===== src/rtl/motor_seq_pkg.sv =====
// Shared types and default widths for the motor move sequencer.
package motor_seq_pkg;

  localparam int POS_W_DEF = 20;
  localparam int DIV_W_DEF = 13;

  typedef enum logic [1:0] {
    IDLE = 2'd0,
    LOAD = 2'd1,
    RUN  = 2'd2,
    DONE = 2'd3
  } seq_state_t;

  typedef struct packed {
    logic signed [POS_W_DEF-1:0] target;
    logic        [DIV_W_DEF-1:0] div;
  } cmd_t;

endpackage


===== src/rtl/motor_cmd_fifo.sv =====
// Synchronous first-word-fall-through command FIFO with occupancy and flush.
module motor_cmd_fifo #(
  parameter int DEPTH = 4,
  parameter int W     = 33
) (
  input  logic                       CLK,
  input  logic                       reset,
  input  logic                       flush,
  input  logic                       push,
  input  logic                       pop,
  input  logic [W-1:0]               wdata,
  output logic [W-1:0]               rdata,
  output logic [$clog2(DEPTH):0]     level,
  output logic                       full,
  output logic                       empty
);

  localparam int AW = $clog2(DEPTH);

  logic [W-1:0]  mem_q [DEPTH];
  logic [W-1:0]  mem_d [DEPTH];
  logic [AW-1:0] rd_ptr_q, rd_ptr_d;
  logic [AW-1:0] wr_ptr_q, wr_ptr_d;
  logic [AW:0]   level_q, level_d;
  logic          push_ok, pop_ok;

  assign full  = (level_q == (AW+1)'(DEPTH));
  assign empty = (level_q == '0);
  assign level = level_q;
  assign rdata = mem_q[rd_ptr_q];

  // A full FIFO still takes a write when the head leaves in the same cycle.
  assign pop_ok  = pop && !empty && !flush;
  assign push_ok = push && !flush && (!full || pop_ok);

  always_comb begin
    mem_d    = mem_q;
    rd_ptr_d = rd_ptr_q;
    wr_ptr_d = wr_ptr_q;
    level_d  = level_q;
    if (push_ok) begin
      mem_d[wr_ptr_q] = wdata;
      wr_ptr_d        = wr_ptr_q + 1'b1;
    end
    if (pop_ok) rd_ptr_d = rd_ptr_q + 1'b1;
    case ({push_ok, pop_ok})
      2'b10:   level_d = level_q + 1'b1;
      2'b01:   level_d = level_q - 1'b1;
      default: level_d = level_q;
    endcase
    if (flush) begin
      rd_ptr_d = '0;
      wr_ptr_d = '0;
      level_d  = '0;
    end
  end

  always_ff @(posedge CLK) begin
    if (reset) begin
      rd_ptr_q <= '0;
      wr_ptr_q <= '0;
      level_q  <= '0;
    end else begin
      rd_ptr_q <= rd_ptr_d;
      wr_ptr_q <= wr_ptr_d;
      level_q  <= level_d;
    end
  end

  always_ff @(posedge CLK) begin
    mem_q <= mem_d;
  end

endmodule


===== src/rtl/motor_move_sequencer.sv =====
// Absolute-position move scheduler driving a step/dir generator; stops exactly on target.
// Define MOTOR_SEQ_RAMP_EN for a linear acceleration ramp from ramp_start_div down to the cruise divider.
module motor_move_sequencer
  import motor_seq_pkg::*;
#(
  parameter int FIFO_DEPTH = 4,
  parameter int POS_W      = POS_W_DEF,
  parameter int DIV_W      = DIV_W_DEF,
  parameter int MIN_DIV    = 2
) (
  input  logic                          CLK,
  input  logic                          reset,
  input  logic                          cmd_valid,
  output logic                          cmd_ready,
  input  logic [POS_W-1:0]              cmd_target,
  input  logic [DIV_W-1:0]              cmd_div,
  input  logic                          abort,
  input  logic                          step_in,
  input  logic [POS_W-1:0]              cur_position,
`ifdef MOTOR_SEQ_RAMP_EN
  input  logic [DIV_W-1:0]              ramp_start_div,
  input  logic [DIV_W-1:0]              ramp_inc,
`endif
  output logic [DIV_W-1:0]              div_out,
  output logic                          dir_out,
  output logic                          step_ena,
  output logic                          busy,
  output logic                          done,
  output logic                          aborted,
  output logic [$clog2(FIFO_DEPTH):0]   fifo_level
);

  localparam int               CW        = POS_W + DIV_W;
  localparam logic [DIV_W-1:0] MIN_DIV_V = DIV_W'(MIN_DIV);

  seq_state_t         state_q, state_d;
  logic [POS_W-1:0]   target_q, target_d;
  logic [DIV_W-1:0]   cruise_q, cruise_d;
  logic [DIV_W-1:0]   div_q, div_d;
  logic               dir_q, dir_d;
  logic               ena_q, ena_d;
  logic               done_q, done_d;
  logic               aborted_q, aborted_d;
  logic signed [POS_W:0] delta;
  logic [CW-1:0]      fifo_rdata;
  logic [DIV_W-1:0]   head_div;
  logic               fifo_full, fifo_empty, fifo_push, fifo_pop;

`ifdef MOTOR_SEQ_RAMP_EN
  logic step_prev_q, step_prev_d;
`endif

  assign fifo_push = cmd_valid && cmd_ready;
  assign fifo_pop  = (state_q == IDLE) && !fifo_empty && !abort;
  assign head_div  = fifo_rdata[DIV_W-1:0];

  motor_cmd_fifo #(
    .DEPTH (FIFO_DEPTH),
    .W     (CW)
  ) u_fifo (
    .CLK   (CLK),
    .reset (reset),
    .flush (abort),
    .push  (fifo_push),
    .pop   (fifo_pop),
    .wdata ({cmd_target, cmd_div}),
    .rdata (fifo_rdata),
    .level (fifo_level),
    .full  (fifo_full),
    .empty (fifo_empty)
  );

  assign cmd_ready = !fifo_full;
  assign busy      = (state_q != IDLE) || !fifo_empty;
  assign div_out   = div_q;
  assign dir_out   = dir_q;
  assign step_ena  = ena_q;
  assign done      = done_q;
  assign aborted   = aborted_q;

  // One extra bit so opposite-extreme positions cannot overflow the difference.
  assign delta = $signed({target_q[POS_W-1], target_q}) - $signed({cur_position[POS_W-1], cur_position});

  always_comb begin
    state_d   = state_q;
    target_d  = target_q;
    cruise_d  = cruise_q;
    div_d     = div_q;
    dir_d     = dir_q;
    ena_d     = ena_q;
    done_d    = 1'b0;
    aborted_d = 1'b0;
`ifdef MOTOR_SEQ_RAMP_EN
    step_prev_d = step_in;
`endif
    case (state_q)
      IDLE: begin
        if (!fifo_empty) begin
          target_d = fifo_rdata[CW-1:DIV_W];
          cruise_d = (head_div < MIN_DIV_V) ? MIN_DIV_V : head_div;
          state_d  = LOAD;
        end
      end
      LOAD: begin
`ifdef MOTOR_SEQ_RAMP_EN
        div_d = (ramp_start_div > cruise_q) ? ramp_start_div : cruise_q;
`else
        div_d = cruise_q;
`endif
        if (delta == '0) begin
          done_d  = 1'b1;
          state_d = DONE;
        end else begin
          dir_d   = !delta[POS_W];
          ena_d   = 1'b1;
          state_d = RUN;
        end
      end
      RUN: begin
`ifdef MOTOR_SEQ_RAMP_EN
        if (step_in && !step_prev_q)
          div_d = ((div_q - cruise_q) >= ramp_inc) ? (div_q - ramp_inc) : cruise_q;
`endif
        if (delta == '0) begin
          ena_d   = 1'b0;
          done_d  = 1'b1;
          state_d = DONE;
        end else if (!step_in && (dir_q == delta[POS_W])) begin
          // Generator position jumped past us; turn around between pulses.
          dir_d = !delta[POS_W];
        end
      end
      DONE:    state_d = IDLE;
      default: state_d = IDLE;
    endcase
    if (abort) begin
      state_d   = IDLE;
      ena_d     = 1'b0;
      done_d    = 1'b0;
      aborted_d = 1'b1;
    end
  end

  always_ff @(posedge CLK) begin
    if (reset) begin
      state_q   <= IDLE;
      target_q  <= '0;
      cruise_q  <= MIN_DIV_V;
      div_q     <= MIN_DIV_V;
      dir_q     <= 1'b1;
      ena_q     <= 1'b0;
      done_q    <= 1'b0;
      aborted_q <= 1'b0;
`ifdef MOTOR_SEQ_RAMP_EN
      step_prev_q <= 1'b0;
`endif
    end else begin
      state_q   <= state_d;
      target_q  <= target_d;
      cruise_q  <= cruise_d;
      div_q     <= div_d;
      dir_q     <= dir_d;
      ena_q     <= ena_d;
      done_q    <= done_d;
      aborted_q <= aborted_d;
`ifdef MOTOR_SEQ_RAMP_EN
      step_prev_q <= step_prev_d;
`endif
    end
  end

endmodule


===== config.mk =====
export PLATFORM = sky130hd
export DESIGN_NAME = motor_move_sequencer
export DESIGN_NICKNAME = d
export VERILOG_FILES = /design/src/rtl/motor_seq_pkg.sv /design/src/rtl/motor_cmd_fifo.sv /design/src/rtl/motor_move_sequencer.sv
export SDC_FILE = /design/constraint.sdc
export NUM_CORES = 1
export LEC_CHECK = 0
export BUFFER_PORTS_ARGS = -buffer_cell sky130_fd_sc_hd__buf_2
export CAP_MARGIN = 0
export CORE_ASPECT_RATIO = 1.4
export CORE_MARGIN = 2
export CORE_UTILIZATION = 55
export DETAILED_ROUTE_END_ITERATION = 12
export GPL_ROUTABILITY_DRIVEN = 0
export PLACE_DENSITY = 0.79
export SLEW_MARGIN = 5
export SYNTH_ARGS = -nofsm -noshare
export SYNTH_HDL_FRONTEND = slang
export SYNTH_HIERARCHICAL = 1
export SYNTH_SLANG_ARGS = --single-unit

===== constraint.sdc =====
create_clock -name CLK -period 4.3 [get_ports CLK]
set_input_delay 0.215 -clock CLK [delete_from_list [all_inputs] [get_ports CLK]]
set_output_delay 0.215 -clock CLK [all_outputs]
set_load 0.02 [all_outputs]

==> results of run 1 <==
[sequential cells by signal (all words and copies together) (netlist names)]
signal and cells:
target_q 20, state_q 2, cruise_q 13, u_fifo/mem_q 132
u_fifo/level 3, u_fifo/wr_ptr_q 2, dir_out 1, u_fifo/rd_ptr_q 2
div_out 13, step_ena 1, done 1, aborted 1
[layout make-up]
cell class                 instances  area, sq um
fill                            1046         5170
sequential                       191         5150
multi-input combinational        378         2970
timing repair buffer             109          686
clock buffer                      18          429
tap                              192          240
clock inverter                    14          148
inverter                          34          128
[worst register-to-register path, cell delays in order, from the launching register on]
cell and delay [ns]:
dfxtp_1 0.36, nor3_1 0.51, nand2b_1 0.21, nor2_1 0.07, or4b_1 0.62, and2_4 0.23
inv_1 0.05, ha_1 0.17, inv_1 0.07, fa_1 0.44, xor2_1 0.16, or3_1 0.33
a21oi_1 0.22
[synth_stat cells (5+ instances only)]
library cell,instances
a21oi_1,51
a31oi_1,5
and3_2,5
buf_2,5
clkbuf_1,15
dfxtp_1,59
edfxtp_1,132
ha_1,29
inv_1,34
mux2i_1,14
mux4_2,33
nand2_1,79
nand2b_1,5
nand3_1,10
nor2_1,36
nor2b_1,9
nor3_1,5
nor4_1,5
o211ai_1,5
o21ai_0,11
or3_1,5
xor2_1,6
[stage by stage]
step           area (sq um)  std cells  util, %  setup WS, ns
4_1_cts                9750        936     65.3         0.844
5_1_grt                9750        936     65.3         0.577
6_report               9750        936     65.3         0.776
2_1_floorplan          8360        631        -         0.741
3_3_place_gp           8910        878     59.7          1.16
3_5_place_dp           8910        878     59.7         0.884
[metal layers]
metal  global-route usage [%]  part of all wire [%]  vias up
li1                         -                     -     2547
met1                     26.3                    41     2638
met3                     4.88                   5.0       34
met4                     9.94                   2.5        0
met5                        0                     0        -
met2                     37.2                    51      184
[power breakdown]
part | internal [uW] | switching, uW
clock | 822 | 706
combinational | 113 | 147
sequential | 1990 | 12.8
total | 2930 | 866
[logic make-up (layout without fill, tap and decap cells)]
group / Yosys count / count (layout) / share of synthesized area, %
AOI/OAI and AO/OA: 108 / 108 / 8.48
xor gates and xnor gates: 10 / 10 / 1.05
adders and majority gates: 30 / 30 / 4.58
buffers and inverters: 62 / 175 / 3.02
DFF: 191 / 191 / 61.5
muxes: 48 / 48 / 10.7
and+or+nand+nor: 182 / 182 / 10.7
[final timing paths]
path / slack, ns / cells past startpoint / end / start
worst max-delay path: 0.78 / 12 / u_fifo/level[2]$_SDFFE_PP0P_ / u_fifo/level[2]$_SDFFE_PP0P_
worst min-delay path: 0.008 / 1 / u_fifo/mem_q[33]$_DFFE_PP_ / cmd_div[0]
worst max register to register: 0.78 / 12 / u_fifo/level[2]$_SDFFE_PP0P_ / u_fifo/level[2]$_SDFFE_PP0P_
worst min register to register: 0.46 / 2 / cruise_q[6]$_SDFFE_PP0P_ / cruise_q[6]$_SDFFE_PP0P_
==> flow_metrics.tcl, run 1 <==
set metrics [dict create \
    period_needed_ns 3.52 \
    drt_first_iter_violations 509 \
    crit_top_cell "inv_1" \
    dieArea_sq_um 16200 \
    coreArea_sq_um 14900 \
    detail-route-antenna-nets 0 \
    slowest_stage "or4b_1" \
    cts_buffer_depth 2 \
    die_y_um 150 \
    io_pins 80 \
    cp.required_ns 4.64 \
    clock-skew-final_ns 0.00986 \
    ys_types 68 \
    nNetsFinal 819 \
    max-cap-violations 0 \
    antenna_found_initial 0 \
    ctsResizeCount 0 \
    grt_pass1_wl_um 26900 \
    worst_skew_pair.late_latency_ns 0.43 \
    wl_per_cell_um 18.1 \
    hold_class "primary input to flip-flop" \
    rsz0062_at_grt "false" \
    synth.yosys.seq_area_share_pct 61.5 \
    vias 5403 \
    place_hpwl_um 11400 \
    tightest_slew_ns 1.17 \
    yosys_warnings 6 \
    synth_top_cell_by_area "edfxtp_1" \
    cp_num_buf_inv 2 \
    crit_chain "nor3_1 -> nand2b_1 -> nor2_1 -> or4b_1 -> and2_4 -> inv_1 -> ha_1 -> inv_1 -> fa_1 -> xor2_1 -> or3_1 -> a21oi_1" \
    antennaDiodeCount 0 \
    cts_buffers 17 \
    path_max_fanout 8 \
    clockRootBuffer "clkbuf_16" \
    setup_viol 0 \
    synthFlopType "edfxtp_1" \
    fin_tns_setup_ns 0 \
    cts_sinks 191 \
    cp-start-kind "flip-flop" \
    netlist_area_sq_um 8360 \
    hold_viol 0 \
    slowest_delay_ns 0.62 \
    grt_max_degree 55 \
    drc 0 \
    p_per_area_nw_per_um2 389 \
    drt_pre_antenna_iters 6 \
    mostFrequentLayoutCells "edfxtp_1 (132), nand2_1 (79), buf_2 (79)" \
    fmax_mhz 284 \
    worstSetupPathType "flip-flop to flip-flop" \
    avgSynthCellArea_sq_um 13.3 \
    netlist_instances 631 \
    final_common_cell "edfxtp_1" \
    critPathArrivalTime_ns 3.87 \
    grt_pass1_vias 5453 \
    drive_gt1_share_pct 22.8 \
    synth-seq-cells 191 \
    synthToLayoutAreaGrowth_pct 16.5 \
    drv_slew 0 \
    period_share_pct 81.9 \
    synth_edf_count 132 \
    row_count 53 \
    timing.slew.headroom_pct 21.6 \
    synth.area.top_cells "edfxtp_1 (47%), dfxtp_1 (14%), mux4_2 (8.9%)" \
    die_w_um 108 \
    synthArstFlopShare_pct 0 \
    cts_tree "yes" \
    finalWirelength_um 17000 \
    cp-end-kind "flip-flop" \
    status "completed" \
    gr-total-overflow 0 \
    viasPerCell 5.77 \
    initial_utilization_pct 56.1 \
    leakagePower_uw 0.00352 \
    synth_fp_nets 719 \
    whs_ns 0.00792 \
    power_uw 3790 \
    synth_top_area_share_pct 47.4 \
    cts-hold-fix-buffers 26 \
    cpLargestDelayFamily "simple AND/OR/NAND/NOR gates" \
    portBuffers 79 \
    vdd_drop_max_mv 0.285 \
    cts_htree_levels 4 \
    track_usage_pct 21.8 \
    clk_pin_slew_worst_paths_ns 0.07 \
    post-cts-setup-buffer-count 0 \
]
(Power assumes the default switching activity.)
==> run 2, diff against run 1 <==
==> constraint.sdc (replaced) <==
create_clock -name CLK -period 3.25 [get_ports CLK]
set_input_delay 0.1625 -clock CLK [delete_from_list [all_inputs] [get_ports CLK]]
set_output_delay 0.1625 -clock CLK [all_outputs]
set_load 0.02 [all_outputs]
==> run 2 against run 1 <==
  * Via count is 1.3% higher
  * Design area is 1.4% higher
  * Critical path depth up 1
  * Global-route usage up 1.1 points
  * Sequential power increased by 32%
  * Largest cell class unchanged
  * Hold slack gained 0.091 ns
  * Critical endpoint unchanged
  * Combinational power up 37%
  * Clock skew up 0.0011 ns
  * Maximum frequency increased by 13%
  * Wire length is 3.8% higher
  * Non-clock buffer count is 9 higher
  * Sequential share of layout area is 0.70 points lower
==> flow_metrics.tcl, run 2 (same netlist as run 1, synthesis figures left out) <==
set metrics [dict create \
    regMostFlops "u_fifo/mem_q" \
    initial_utilization_pct 56.1 \
    die_w_um 108 \
    timing.slew.headroom_pct 39.6 \
    crit_chain "inv_1 -> ha_1 -> nand2b_1 -> nor2_1 -> or4b_4 -> and2_4 -> inv_1 -> ha_1 -> inv_1 -> fa_1 -> xor2_1 -> or3_1 -> a21oi_1" \
    slowest_delay_ns 0.55 \
    cts_htree_levels 4 \
    antennaDiodeCount 0 \
    cpLargestDelayFamily "simple AND/OR/NAND/NOR gates" \
    cp_num_buf_inv 3 \
    placed_area_sq_um 8930 \
    cp.required_ns 3.60 \
    cts_buffers 17 \
    largest_reg_flops 132 \
    mostFrequentLayoutCells "edfxtp_1 (132), nand2_1 (79), buf_2 (79)" \
    final_common_cell "edfxtp_1" \
    grt_pass1_wl_um 28400 \
    cp-start-kind "flip-flop" \
    fmax_mhz 321 \
    cts_sinks 191 \
    vdd_drop_max_mv 0.360 \
    whs_ns 0.0993 \
    p_per_area_nw_per_um2 519 \
    hold_viol 0 \
    critPathArrivalTime_ns 3.47 \
    worst_skew_pair.late_latency_ns 0.42 \
    detail-route-antenna-nets 0 \
    wl_per_cell_um 18.7 \
    tightest_slew_ns 0.905 \
    cts_tree "yes" \
    leakagePower_uw 0.00358 \
    largestRegisters "u_fifo/mem_q x132, target_q x20" \
    nNetsFinal 828 \
    grt_pass1_vias 5635 \
    drv_slew 0 \
    row_count 53 \
    grt_max_degree 34 \
    die_y_um 150 \
    hold_class "primary input to flip-flop" \
    drt_pre_antenna_iters 5 \
    utilization_pct 66.2 \
    post-cts-setup-buffer-count 0 \
    drc 0 \
    antenna_found_initial 0 \
    clock-skew-final_ns 0.0109 \
    crit_top_cell "inv_1" \
    max-cap-violations 0 \
    period_share_pct 95.8 \
    status "completed" \
    clockRootBuffer "clkbuf_16" \
    drt_first_iter_violations 410 \
    cts_buffer_depth 2 \
    gr-total-overflow 0 \
    io_pins 80 \
    fin_area_sq_um 9880 \
    period_needed_ns 3.11 \
    portBuffers 79 \
    setup_viol 0 \
    place_hpwl_um 11400 \
    finalWirelength_um 17600 \
    rsz0062_at_grt "false" \
    fin_tns_setup_ns 0 \
    worstSetupPathType "flip-flop to flip-flop" \
    drive_gt1_share_pct 23.6 \
    path_max_fanout 8 \
    vias 5474 \
    track_usage_pct 23.0 \
    viasPerCell 5.79 \
    cp-end-kind "flip-flop" \
    slowest_stage "or4b_4" \
    coreArea_sq_um 14900 \
    dieArea_sq_um 16200 \
    clk_pin_slew_worst_paths_ns 0.07 \
    synthToLayoutAreaGrowth_pct 18.1 \
]
## run 2: worst paths after layout
check	start	slack, ns	end	cells after the start
setup / recovery	state_q[0]$_SDFFE_PP0P_	0.14	u_fifo/level[2]$_SDFFE_PP0P_	13
hold / removal	step_in	0.1	dir_out$_SDFFE_PP1P_	3
setup reg to reg	state_q[0]$_SDFFE_PP0P_	0.14	u_fifo/level[2]$_SDFFE_PP0P_	13
hold reg to reg	cruise_q[11]$_SDFFE_PP0P_	0.45	cruise_q[11]$_SDFFE_PP0P_	2
## run 2: worst register-to-register path, cell delays in order (launching register included)
cell	delay [ns]
dfxtp_1	0.40
inv_1	0.12
ha_1	0.25
nand2b_1	0.11
nor2_1	0.07
or4b_4	0.55
and2_4	0.20
inv_1	0.05
ha_1	0.18
inv_1	0.07
fa_1	0.43
xor2_1	0.18
or3_1	0.32
a21oi_1	0.14
## run 2: layout make-up
type	instances	area (sq um)
Timing Repair Buffer	118	771
Clock inverter	15	190
Fill cell	1051	5040
Tap cell	192	240
Clock buffer	17	425
Inverter	34	128
Multi-Input combinational cell	378	2980
Sequential cell	191	5150
## run 2: repair_timing
action | in CTS | in global routing
setup endpoints to repair | 0 | 1
endpoints found under the hold margin | 132 | 0
hold buffers | 33 | 0
gates resized for setup | 0 | 1
## run 2: layer usage
layer / vias to the layer above / global-route usage, % / share of wire, % / wire (um)
li1: 2562 / - / - / -
met2: 221 / 40.2 / 52 / 9250
met5: - / 0 / 0 / 0
met3: 41 / 3.88 / 5.2 / 914
met4: 0 / 9.62 / 2.7 / 473
met1: 2650 / 28.0 / 40 / 6990
## run 2: per-stage QoR
stage | setup WS (ns) | instances | total power (uW)
CTS | 0.0527 | 945 | 5160
detailed placement | 0.112 | 880 | 3030
finish | 0.136 | 945 | 5130
floorplan | 0.0286 | 631 | 2920
global placement | 0.274 | 880 | 3010
global route | 0.00452 | 945 | 5300
## run 2: where the power goes
part	total [uW]	switching (uW)	internal [uW]
Clock	2120	948	1170
Combinational	357	201	157
Sequential	2650	16.5	2640
